$ cat src/rtl/serial_adder_ctrl.sv
// Slice-serial adder: one SLICE-bit adder reused over WIDTH/SLICE cycles behind valid/ready handshakes.
// Optional subtraction (A-B, two's complement) is built when the SAC_SUB_EN macro is defined.
module serial_adder_ctrl #(
   parameter int WIDTH = 16,
   parameter int SLICE = 4
) (
   input  logic             clk,
   input  logic             rst_n,
   input  logic             in_valid,
   output logic             in_ready,
   input  logic [WIDTH-1:0] a,
   input  logic [WIDTH-1:0] b,
   input  logic             cin,
   input  logic             sub,
   output logic             out_valid,
   input  logic             out_ready,
   output logic [WIDTH-1:0] sum,
   output logic             cout
);

   localparam int N  = WIDTH / SLICE;
   localparam int CW = (N > 1) ? $clog2(N) : 1;

   localparam logic [1:0] IDLE = 2'd0;
   localparam logic [1:0] RUN  = 2'd1;
   localparam logic [1:0] DONE = 2'd2;

   generate
      if ((WIDTH % SLICE) != 0 || SLICE < 1) begin : g_bad_params
         $error("WIDTH must be a positive integer multiple of SLICE");
      end
   endgenerate

   logic [1:0]       state;
   logic [CW-1:0]    cnt;
   logic             carry_r;
   logic             cout_r;
   logic [WIDTH-1:0] a_r;
   logic [WIDTH-1:0] b_r;
   logic [WIDTH-1:0] sum_r;
   logic [SLICE-1:0] a_sl;
   logic [SLICE-1:0] b_sl;
   logic [SLICE-1:0] b_eff;
   logic [SLICE:0]   slice_res;
   logic             preload;
   logic             accept;
   logic             last;

   assign in_ready  = (state == IDLE);
   assign out_valid = (state == DONE);
   assign sum       = sum_r;
   assign cout      = cout_r;
   assign accept    = in_valid && (state == IDLE);
   assign last      = (cnt == CW'(N - 1));

`ifdef SAC_SUB_EN
   logic sub_r;

   // Subtraction is A + ~B + 1; the +1 rides in through the carry preload.
   assign b_eff   = sub_r ? ~b_sl : b_sl;
   assign preload = sub ? 1'b1 : cin;

   always_ff @(posedge clk) begin
      if (accept) begin
         sub_r <= sub;
      end
   end
`else
   logic unused_sub;

   assign unused_sub = sub;
   assign b_eff      = b_sl;
   assign preload    = cin;
`endif

   // Select the operand slice addressed by the slice counter.
   always_comb begin
      a_sl = '0;
      b_sl = '0;
      for (int k = 0; k < N; k++) begin
         if (cnt == CW'(k)) begin
            a_sl = a_r[k*SLICE +: SLICE];
            b_sl = b_r[k*SLICE +: SLICE];
         end
      end
   end

   assign slice_res = {1'b0, a_sl} + {1'b0, b_eff} + {{SLICE{1'b0}}, carry_r};

   // Operand holding registers need no reset; they are only read after a capture.
   always_ff @(posedge clk) begin
      if (accept) begin
         a_r <= a;
         b_r <= b;
      end
   end

   always_ff @(posedge clk or negedge rst_n) begin
      if (!rst_n) begin
         state   <= IDLE;
         cnt     <= '0;
         carry_r <= 1'b0;
         sum_r   <= '0;
         cout_r  <= 1'b0;
      end else begin
         case (state)
            IDLE: begin
               if (in_valid) begin
                  state   <= RUN;
                  cnt     <= '0;
                  carry_r <= preload;
               end
            end
            RUN: begin
               for (int k = 0; k < N; k++) begin
                  if (cnt == CW'(k)) begin
                     sum_r[k*SLICE +: SLICE] <= slice_res[SLICE-1:0];
                  end
               end
               carry_r <= slice_res[SLICE];
               if (last) begin
                  state  <= DONE;
                  cout_r <= slice_res[SLICE];
                  cnt    <= '0;
               end else begin
                  cnt <= cnt + 1'b1;
               end
            end
            DONE: begin
               if (out_ready) begin
                  state <= IDLE;
               end
            end
            default: state <= IDLE;
         endcase
      end
   end

endmodule

$ cat config.mk
export PLATFORM = sky130hd
export DESIGN_NAME = serial_adder_ctrl
export DESIGN_NICKNAME = d
export VERILOG_FILES = /design/src/rtl/serial_adder_ctrl.sv
export SDC_FILE = /design/constraint.sdc
export NUM_CORES = 1
export LEC_CHECK = 0
export CAP_MARGIN = 30
export CORE_ASPECT_RATIO = 0.75
export CORE_UTILIZATION = 49
export CTS_CLUSTER_SIZE = 14
export DETAILED_ROUTE_END_ITERATION = 7
export PLACE_DENSITY_LB_ADDON = 0.25
export SYNTH_ARGS = -nofsm -noshare
export SYNTH_HDL_FRONTEND = slang
export SYNTH_SLANG_ARGS = --single-unit
$ cat constraint.sdc
create_clock -name clk -period 2.9 [get_ports clk]
set_input_delay 0.435 -clock clk [delete_from_list [all_inputs] [get_ports clk]]
set_output_delay 0.435 -clock clk [all_outputs]
set_load 0.02 [all_outputs]
Word-level counts from Yosys, hierarchy flattened --
Index checks and enable logic that the tools add are counted.
Storage, ports and cells: register bits after elaboration 54, output and inout port bits 19
Operators by class: reductions and logical operators 10, multiplexer cells 17, eq/ne operators 8, $add $sub $neg 3
Operators by type and width (number):
- $mux W4 | 8
- $mux W2 | 5
- $reduce_and A2 Y1 | 5
- $eq A2 B2 Y1 const B | 3
- $pmux W2 S3 | 1
- $add A4 B4 Y5 | 1
- $add A5 B1 Y5 | 1
- $eq A2 B1 Y1 const B | 2
- $logic_not A2 Y1 | 2
- $ne A2 B2 Y1 const B | 2
- $pmux W2 S2 | 1
- $reduce_and A3 Y1 | 1
- $add A2 B1 Y2 const B | 1
- $ne A2 B1 Y1 const B | 1
- $pmux W1 S2 | 1
- $reduce_bool A2 Y1 | 1
- $logic_and A1 B1 Y1 | 1
- $mux W1 | 1

Longest topological paths before layout --
Gate-level depths: netlist of the first run.
depth in word-level cells 8, mapped depth 12

Worst setup path before layout of the first run --
OpenSTA, ideal clock, no wires.
path type register -> register, start point reg cnt[0], end point reg cout_r (netlist: cout), slack 393 ps, setup time 127 ps, clock period less this slack 2507 ps, arrival time 2381 ps, cell stages (with the launch flop) 12, cell sequence dfrtp_1 -> inv_1 -> ha_1 -> nor2b_2 -> a221o_1 -> a22oi_1 -> fa_1 -> inv_1 -> fa_1 -> a21o_1 -> a21oi_1 -> o21ai_0
Between the ends: cells in the longest elaborated chain, start to end 7, elaborated cells on any way between the ends 15, those cells by class add/sub: 2; eq/ne: 3; mux: 8; reduce/logical: 2
Ends and longest elaborated chain:
- start: declaration | RTL line 35 | logic [CW-1:0] cnt;
- start signal: assignment | RTL line 126 | cnt <= cnt + 1'b1;
- $logic_not A2 Y1 | RTL line 81 | if (cnt == CW'(k)) begin
- $mux W4 (4 in series) | RTL line 81
- $add A4 B4 Y5 | RTL line 88 | assign slice_res = {1'b0, a_sl} + {1'b0, b_eff} + {{SLICE{1'b0}}, carry_r};
- $add A5 B1 Y5 | RTL line 88
- end signal: assignment | RTL line 123 | cout_r <= slice_res[SLICE];
- end: declaration | RTL line 37 | logic cout_r;
Several ways; a longest one is shown, not always the timed one. A chain may end at the register's enable or synchronous reset.

Worst setup path after layout of the first run --
start point reg cnt[0], end point reg sum_r[7] (netlist: sum[7])
Between the ends: cells in the longest elaborated chain, start to end 7, elaborated cells on any way between the ends 15, those cells by class add/sub: 2; eq/ne: 3; mux: 8; reduce/logical: 2
Ends and longest elaborated chain:
- $logic_not A2 Y1 | RTL line 81
- $mux W4 (4 in series) | RTL line 81
- $add A4 B4 Y5 | RTL line 88
- $add A5 B1 Y5 | RTL line 88
- end signal: indexed assignment | RTL line 117 | sum_r[k*SLICE +: SLICE] <= slice_res[SLICE-1:0];
- end: declaration | RTL line 40 | logic [WIDTH-1:0] sum_r;
Several ways; a longest one is shown, not always the timed one.

==> results.tsv, run 1 <==
metric	value	unit
crit_family	simple AND/OR/NAND/NOR gates	
fill_cells	329	
ant_nets	0	
relSlewSlack	66.5	%
die_h	62.0	um
ctsLongestPathBuffers	2	
insertion_delay	310	ps
wl_met1	2100	um
placed_cells	288	
fin_tns_setup	0	ps
synth_enable_flop_cells	32	
setup.worst_path.class	flip-flop to flip-flop	
dr.pass1.iters	4	
r2r_setup_slack	220	ps
slew_violations	0	
core_area	4550	um2
cts_buffers	5	
synth_warnings	0	
grt_pass1_vias	1431	
ys_seq_area_share	64.2	%
initial_utilization	51.8	%
rsz0062_at_grt	no	
clk_pin_slew	90	ps
synth_area_leaders	edfxtp_1 41%, dfrtp_1 23%, ha_1 3.7%	
viasPerCell	5.28	
overflow	0	
postRouteWirelength	4400	um
via_count	1572	
layout-drive-gt1-share	11.6	%
place_hpwl	3210	um
crit_slowest_cell	o31ai_1	
mostFrequentLayoutCells	55 x clkdlybuf4s50_1, 32 x edfxtp_1, 22 x dfrtp_1, 15 x nand2_1	
ys_ff_latch	54	
avgSynthCellArea	13.4	um2
p_sw	1440	uW
reg2reg_depth	9	
p_per_area	1170	nW/um2
leakage	0.00127	uW
pwr-share-clk	11.1	%
drcViolationCount	0	
drtIter0Drc	132	
worst_ep_required_time	3150	ps
end_kind	flip-flop	
hold_viol_final	0	
drv_cap	0	
track_usage	19.2	%
cts_tree	done	
pwr-share-seq	32.8	%
crit_chain	buf_4, ha_2, nor2b_2, a221oi_1, o31ai_1, ha_1, nand3b_1, nor4bb_1, a211o_1	
netlist_instances	175	
hold_buffers	0	
ctsHtreeMaxLevel	2	
clockRootBuffer	clkbuf_8	
startpoint_type	flip-flop	
r2r_end	sum[7]	
power.share.combinational	56.1	%
clock.fmax	373	MHz
clock_skew	9.11	ps
area_delta_synth_final	31.8	%
rows	21	
worst-path-buf-inv	1	
min_period_over_period	92.5	%
setup_violations	0	
antenna_found_initial	0	
cts.sinks	54	
netSwitchingFraction	39.7	%
async_reset_ff_share	40.7	%
wl_met3	205	um
synth_nets	222	
finalWeightedCongestion	0.724	
p_int	2190	uW
portBuffers	55	
grt_max_degree	33	
diodes	0	
fin_crit	2680	ps
synth_cell_type_count	35	
crit_end	sum[7]	
dieArea	5090	um2
tightestPinTransition	498	ps
met2_length	2050	um
crit_path_start	cnt[0]	
syn_area	2350	um2
hp-class	primary input to async pin	
layout_commonest_cell	clkdlybuf4s50_1	
cp_slowest_stage_delay	490	ps
critPathMaxFanout	8	
finalNonFillerCells	298	
wl_per_cell	14.8	um
crit_cells	9	
status	complete, no violations	
grt_pass1_wl	6940	um
nNetsFinal	287	
netlist.area_leader.share	40.8	%
yosysTopAreaCell	edfxtp_1	
peakVddDrop	845	uV
io_pins	57	
arrival	2930	ps
die_w	82.0	um
r2r_start	cnt[0]	
ys.flop_type	edfxtp_1	
highest-signal-layer	met4	
-- synthesized netlist by cell type, types with 2 or more instances --
cell and count:
buf_4 3, a221oi_1 2, mux2_2 4, nand3b_2 2, nor2b_1 2, fa_1 2, o21ai_0 14, nor4bb_1 4
a22oi_1 2, nor2_1 3, a211o_1 4, inv_1 14, ha_1 7, nand3b_1 2, dfrtp_1 22, buf_2 3
a22o_1 6, edfxtp_1 32, nand2_1 15, o31ai_1 2, a211oi_1 4, a221o_1 2, a21oi_1 12
-- area by class of cell --
class	count	area, um2	area share [%]
clock buffer	6	72.6	2.34
tap	57	71.3	2.30
multi-input combinational	100	756	24.4
clock inverter	2	13.8	0.444
inverter	14	52.6	1.69
sequential	54	1510	48.7
timing repair buffer	65	626	20.2
-- flip-flops by register name (all words and copies together) (netlist names) --
name,count
state,2
a_r,16
b_r,16
cout,1
carry_r,1
cnt,2
sum,16
-- stage by stage --
stage / hold slack, ps / worst slack [ps] / utilization [%] / instance area, um2 / total power, uW
3_3_place_gp: 462 / 262 / 65.9 / 2990 / 3180
6_report: 472 / 218 / 68.3 / 3100 / 3640
3_5_place_dp: 469 / 212 / 65.9 / 2990 / 3220
4_1_cts: 477 / 171 / 67.8 / 3080 / 3630
5_1_grt: 505 / 13.6 / 68.3 / 3100 / 3930
2_1_floorplan: 139 / 393 / - / 2350 / 2490
-- worst min-delay path by stage --
stage | start | end
detailed placement | sum[14] | sum[14]
CTS | rst_n | sum[11]
finish | rst_n | carry_r
global route | rst_n | sum[13]
global placement | sum[14] | sum[14]
floorplan | rst_n | carry_r
-- worst reg2reg max path, stage by stage, from the launching register on --
cell and delay (ps):
dfrtp_1 420, buf_4 160, ha_2 220, nor2b_2 200, a221oi_1 100, o31ai_1 490, ha_1 330, nand3b_1 230
nor4bb_1 360, a211o_1 140
-- metal layers --
metal	global-route usage, %	up-vias
met5	0	-
met4	7.02	0
met3	5.40	5
met2	29.5	42
met1	26.4	753
li1	-	772
-- power by group through the flow --
stage                     combinational (uW)  sequential, uW  clock, uW
after detailed placement                2010            1210          0
after global placement                  1970            1210          0
after CTS                               2020            1200        414
after global routing                    2250            1230        451
final                                   2040            1190        404
after floorplan                         1180            1310          0
-- repair_timing --
item | 4_1_cts | 5_1_grt
setup endpoints to repair | 0 | 2
resized for setup | 0 | 2
buffers inserted | 0 | 2
-- kinds of logic after synthesis --
kind of cell,synth area share [%]
AO/OA/AOI/OAI,14.8
XOR/XNOR,0.372
adder cells (fa/ha/maj),5.42
buffers and inverters,3.99
flip-flops,64.2
multiplexers,2.34
AND/OR/NAND/NOR,8.83
No activity file was read; power rests on OpenSTA's default activity.
==> run 2, diff against run 1 <==
--- a/config.mk
+++ b/config.mk
@@ -8,9 +8,11 @@
 export CAP_MARGIN = 30
 export CORE_ASPECT_RATIO = 0.75
 export CORE_UTILIZATION = 49
+export CTS_CLUSTER_DIAMETER = 50
 export CTS_CLUSTER_SIZE = 14
 export DETAILED_ROUTE_END_ITERATION = 7
 export PLACE_DENSITY_LB_ADDON = 0.25
 export SYNTH_ARGS = -nofsm -noshare
 export SYNTH_HDL_FRONTEND = slang
 export SYNTH_SLANG_ARGS = --single-unit
+export TNS_END_PERCENT = 5
==> constraint.sdc (replaced) <==
create_clock -name clk -period 2.9 [get_ports clk]
set_input_delay 0.435 -clock clk [delete_from_list [all_inputs] [get_ports clk]]
set_output_delay 0.435 -clock clk [all_outputs]
set_load 0.005 [all_outputs]
==> results of run 2 <==
The final DEF is identical to that of run 1. Status: complete, no violations.
Main changes from that run: total power 3640 uW -> 3500 uW; worst IR drop on VDD 845 uV -> 797 uV
==> run 3, diff against run 2 <==
--- a/config.mk
+++ b/config.mk
@@ -7,6 +7,7 @@
 export LEC_CHECK = 0
 export CAP_MARGIN = 30
 export CORE_ASPECT_RATIO = 0.75
+export CORE_MARGIN = 5
 export CORE_UTILIZATION = 49
 export CTS_CLUSTER_DIAMETER = 50
 export CTS_CLUSTER_SIZE = 14
==> run 3 against run 2 <==
  * Sequential share of layout area about the same
  * Clock power is 22% higher
  * Flip-flop and latch count did not move
  * Combinational power fell by 2%
  * Via count about the same
  * Total power increased by 1.4%
  * Highest routed layer unchanged
  * Clock skew rose by 3.3 ps
  * Final area barely moved
==> results.tsv, run 3 (synthesis results as in run 1) <==
metric	value	unit	change
status	complete, no violations		
relSlewSlack	67.5	%	+0.97 points
hp-class	primary input to async pin		
cts_tree	done		
postRouteWirelength	4490	um	+2.0%
clockRootBuffer	clkbuf_8		
crit_end	cout		
grt_pass1_wl	7360	um	+6.1%
setup.worst_path.class	flip-flop to flip-flop		
io_pins	57		unchanged
dieArea	6300	um2	+24%
reg2reg_depth	11		+2
cts_setup_buffers	0		unchanged
crit_chain	inv_1, ha_1, nor2b_2, a221o_1, a22oi_1, fa_1, inv_1, fa_1, a21o_1, a21oi_1, o21ai_0		
startpoint_type	flip-flop		
dr.pass1.iters	4		unchanged
grt_pass1_vias	1507		+5.3%
cp_slowest_stage_delay	430	ps	-60 ps
overflow	0		unchanged
critPathMaxFanout	5		-3
clock.fmax	369	MHz	-1.0%
nNetsFinal	285		-0.70%
portBuffers	55		unchanged
peakVddDrop	677	uV	
layout_commonest_cell	clkdlybuf4s50_1		
end_kind	flip-flop		
r2r_start	cnt[0]		
slew_violations	0		unchanged
leakage	0.00127	uW	+0.11%
hold_buffers	0		unchanged
viasPerCell	5.31		+0.74%
rsz0062_at_grt	no		
mostFrequentLayoutCells	55 x clkdlybuf4s50_1, 32 x edfxtp_1, 22 x dfrtp_1, 15 x nand2_1		
die_h	70.0	um	+13%
tightestPinTransition	484	ps	-14.4 ps
drcViolationCount	0		unchanged
cts_buffers	5		unchanged
cts.sinks	54		unchanged
arrival	2880	ps	-50 ps
drtIter0Drc	33		-75%
multiInputGateArea	748	um2	-0.99%
ant_nets	0		unchanged
dp_slack	209	ps	-2.70 ps
crit_cells	11		+2
finalWorstSetupSlack	190	ps	-27.7 ps
fill_cells	354		+7.6%
wl_per_cell	15.2	um	+2.7%
clk_pin_slew	90	ps	about the same
initial_utilization	51.8	%	unchanged
cts-resized-gates	0		unchanged
drv_cap	0		unchanged
die_w	90.0	um	+9.8%
placed_cells	288		unchanged
crit_path_start	cnt[0]		
place_hpwl	3400	um	+6.0%
crit_slowest_cell	dfrtp_1		
diodes	0		unchanged
clock_skew	12.4	ps	+3.26 ps
crit_family	compound AO/OA/AOI/OAI gates		
r2r_end	cout		
worst_ep_required_time	3070	ps	-80 ps
fin_crit	2710	ps	+27.7 ps
insertion_delay	310	ps	about the same
setup_violations	0		unchanged
via_count	1573		+0.064%
finalNonFillerCells	296		-0.67%
area_delta_synth_final	31.9	%	about the same
r2r_setup_slack	190	ps	-30 ps
grt_max_degree	33		unchanged
p_per_area	1140	nW/um2	
layout-drive-gt1-share	10.0	%	-1.6 points
holdWs	471	ps	-1.14 ps
seq_area	1510	um2	unchanged
track_usage	14.5	%	-4.6 points
min_period_over_period	93.5	%	+0.96 points
finalWeightedCongestion	0.753		+4.0%
rows	21		unchanged
antenna_found_initial	0		unchanged
ctsHtreeMaxLevel	2		unchanged
worst-path-buf-inv	2		+1
hold_viol_final	0		unchanged
core_area	4550	um2	unchanged
fin_tns_setup	0	ps	unchanged
ctsLongestPathBuffers	2		unchanged
[run 3: cell count changes in the layout (fill, tap and decap cells not counted)]
cell	previous run	this run
clkinvlp_2	1	0
buf_4	10	8
ha_1	6	7
a22oi_1	1	2
clkinvlp_4	0	1
bufinv_16	0	1
ha_2	1	0
a22oi_2	1	0
clkinv_4	1	0
[run 3: worst min path at each step]
stage / from / to / slack [ps] / cells past startpoint
global placement: sum[14] / sum[14] / 460 / 2
global route: rst_n / sum[11] / 500 / 2
finish: rst_n / sum[4] / 470 / 2
floorplan: rst_n / carry_r / 140 / 0
detailed placement: sum[2] / sum[2] / 470 / 2
CTS: rst_n / sum[11] / 480 / 2
[run 3: routing by layer]
metal / global-route usage [%] / share of wire (%) / vias to the layer above / wire length (um)
li1: - / - / 773 / -
met1: 19.6 / 48 / 757 / 2150
met2: 23.1 / 46 / 39 / 2080
met3: 3.76 / 4.9 / 4 / 220
met4: 4.46 / 0.80 / 0 / 36
met5: 0 / 0 / - / 0
[run 3: area by class of cell]
| class | count | area share, % |
|---|---|---|
| sequential | 54 | 48.7 |
| multi-input combinational | 100 | 24.1 |
| timing repair buffer | 63 | 19.7 |
| clock buffer | 6 | 2.34 |
| tap | 57 | 2.30 |
| inverter | 14 | 1.69 |
| clock inverter | 2 | 1.21 |
[run 3: worst register-to-register path, cell delays in order (launching register included)]
cell	delay, ps
dfrtp_1	430
inv_1	90
ha_1	220
nor2b_2	180
a221o_1	310
a22oi_1	190
fa_1	220
inv_1	50
fa_1	400
a21o_1	190
a21oi_1	190
o21ai_0	100
[run 3: power by group]
group / internal, uW / switching (uW) / leakage (uW) / total (uW)
registers: 1070 / 127 / 0.000567 / 1200
clock network: 258 / 236 / 0.0000514 / 494
logic: 929 / 928 / 0.000649 / 1860
total: 2260 / 1290 / 0.00127 / 3550
[run 3: per-stage QoR]
| step | area, um2 | utilization (%) | total power, uW |
|---|---|---|---|
| 6_report | 3100 | 68.3 | 3550 |
| 5_1_grt | 3100 | 68.3 | 3820 |
| 4_1_cts | 3100 | 68.3 | 3580 |
| 3_5_place_dp | 2990 | 65.9 | 3090 |
| 3_3_place_gp | 2990 | 65.9 | 3040 |
| 2_1_floorplan | 2350 | - | 2360 |
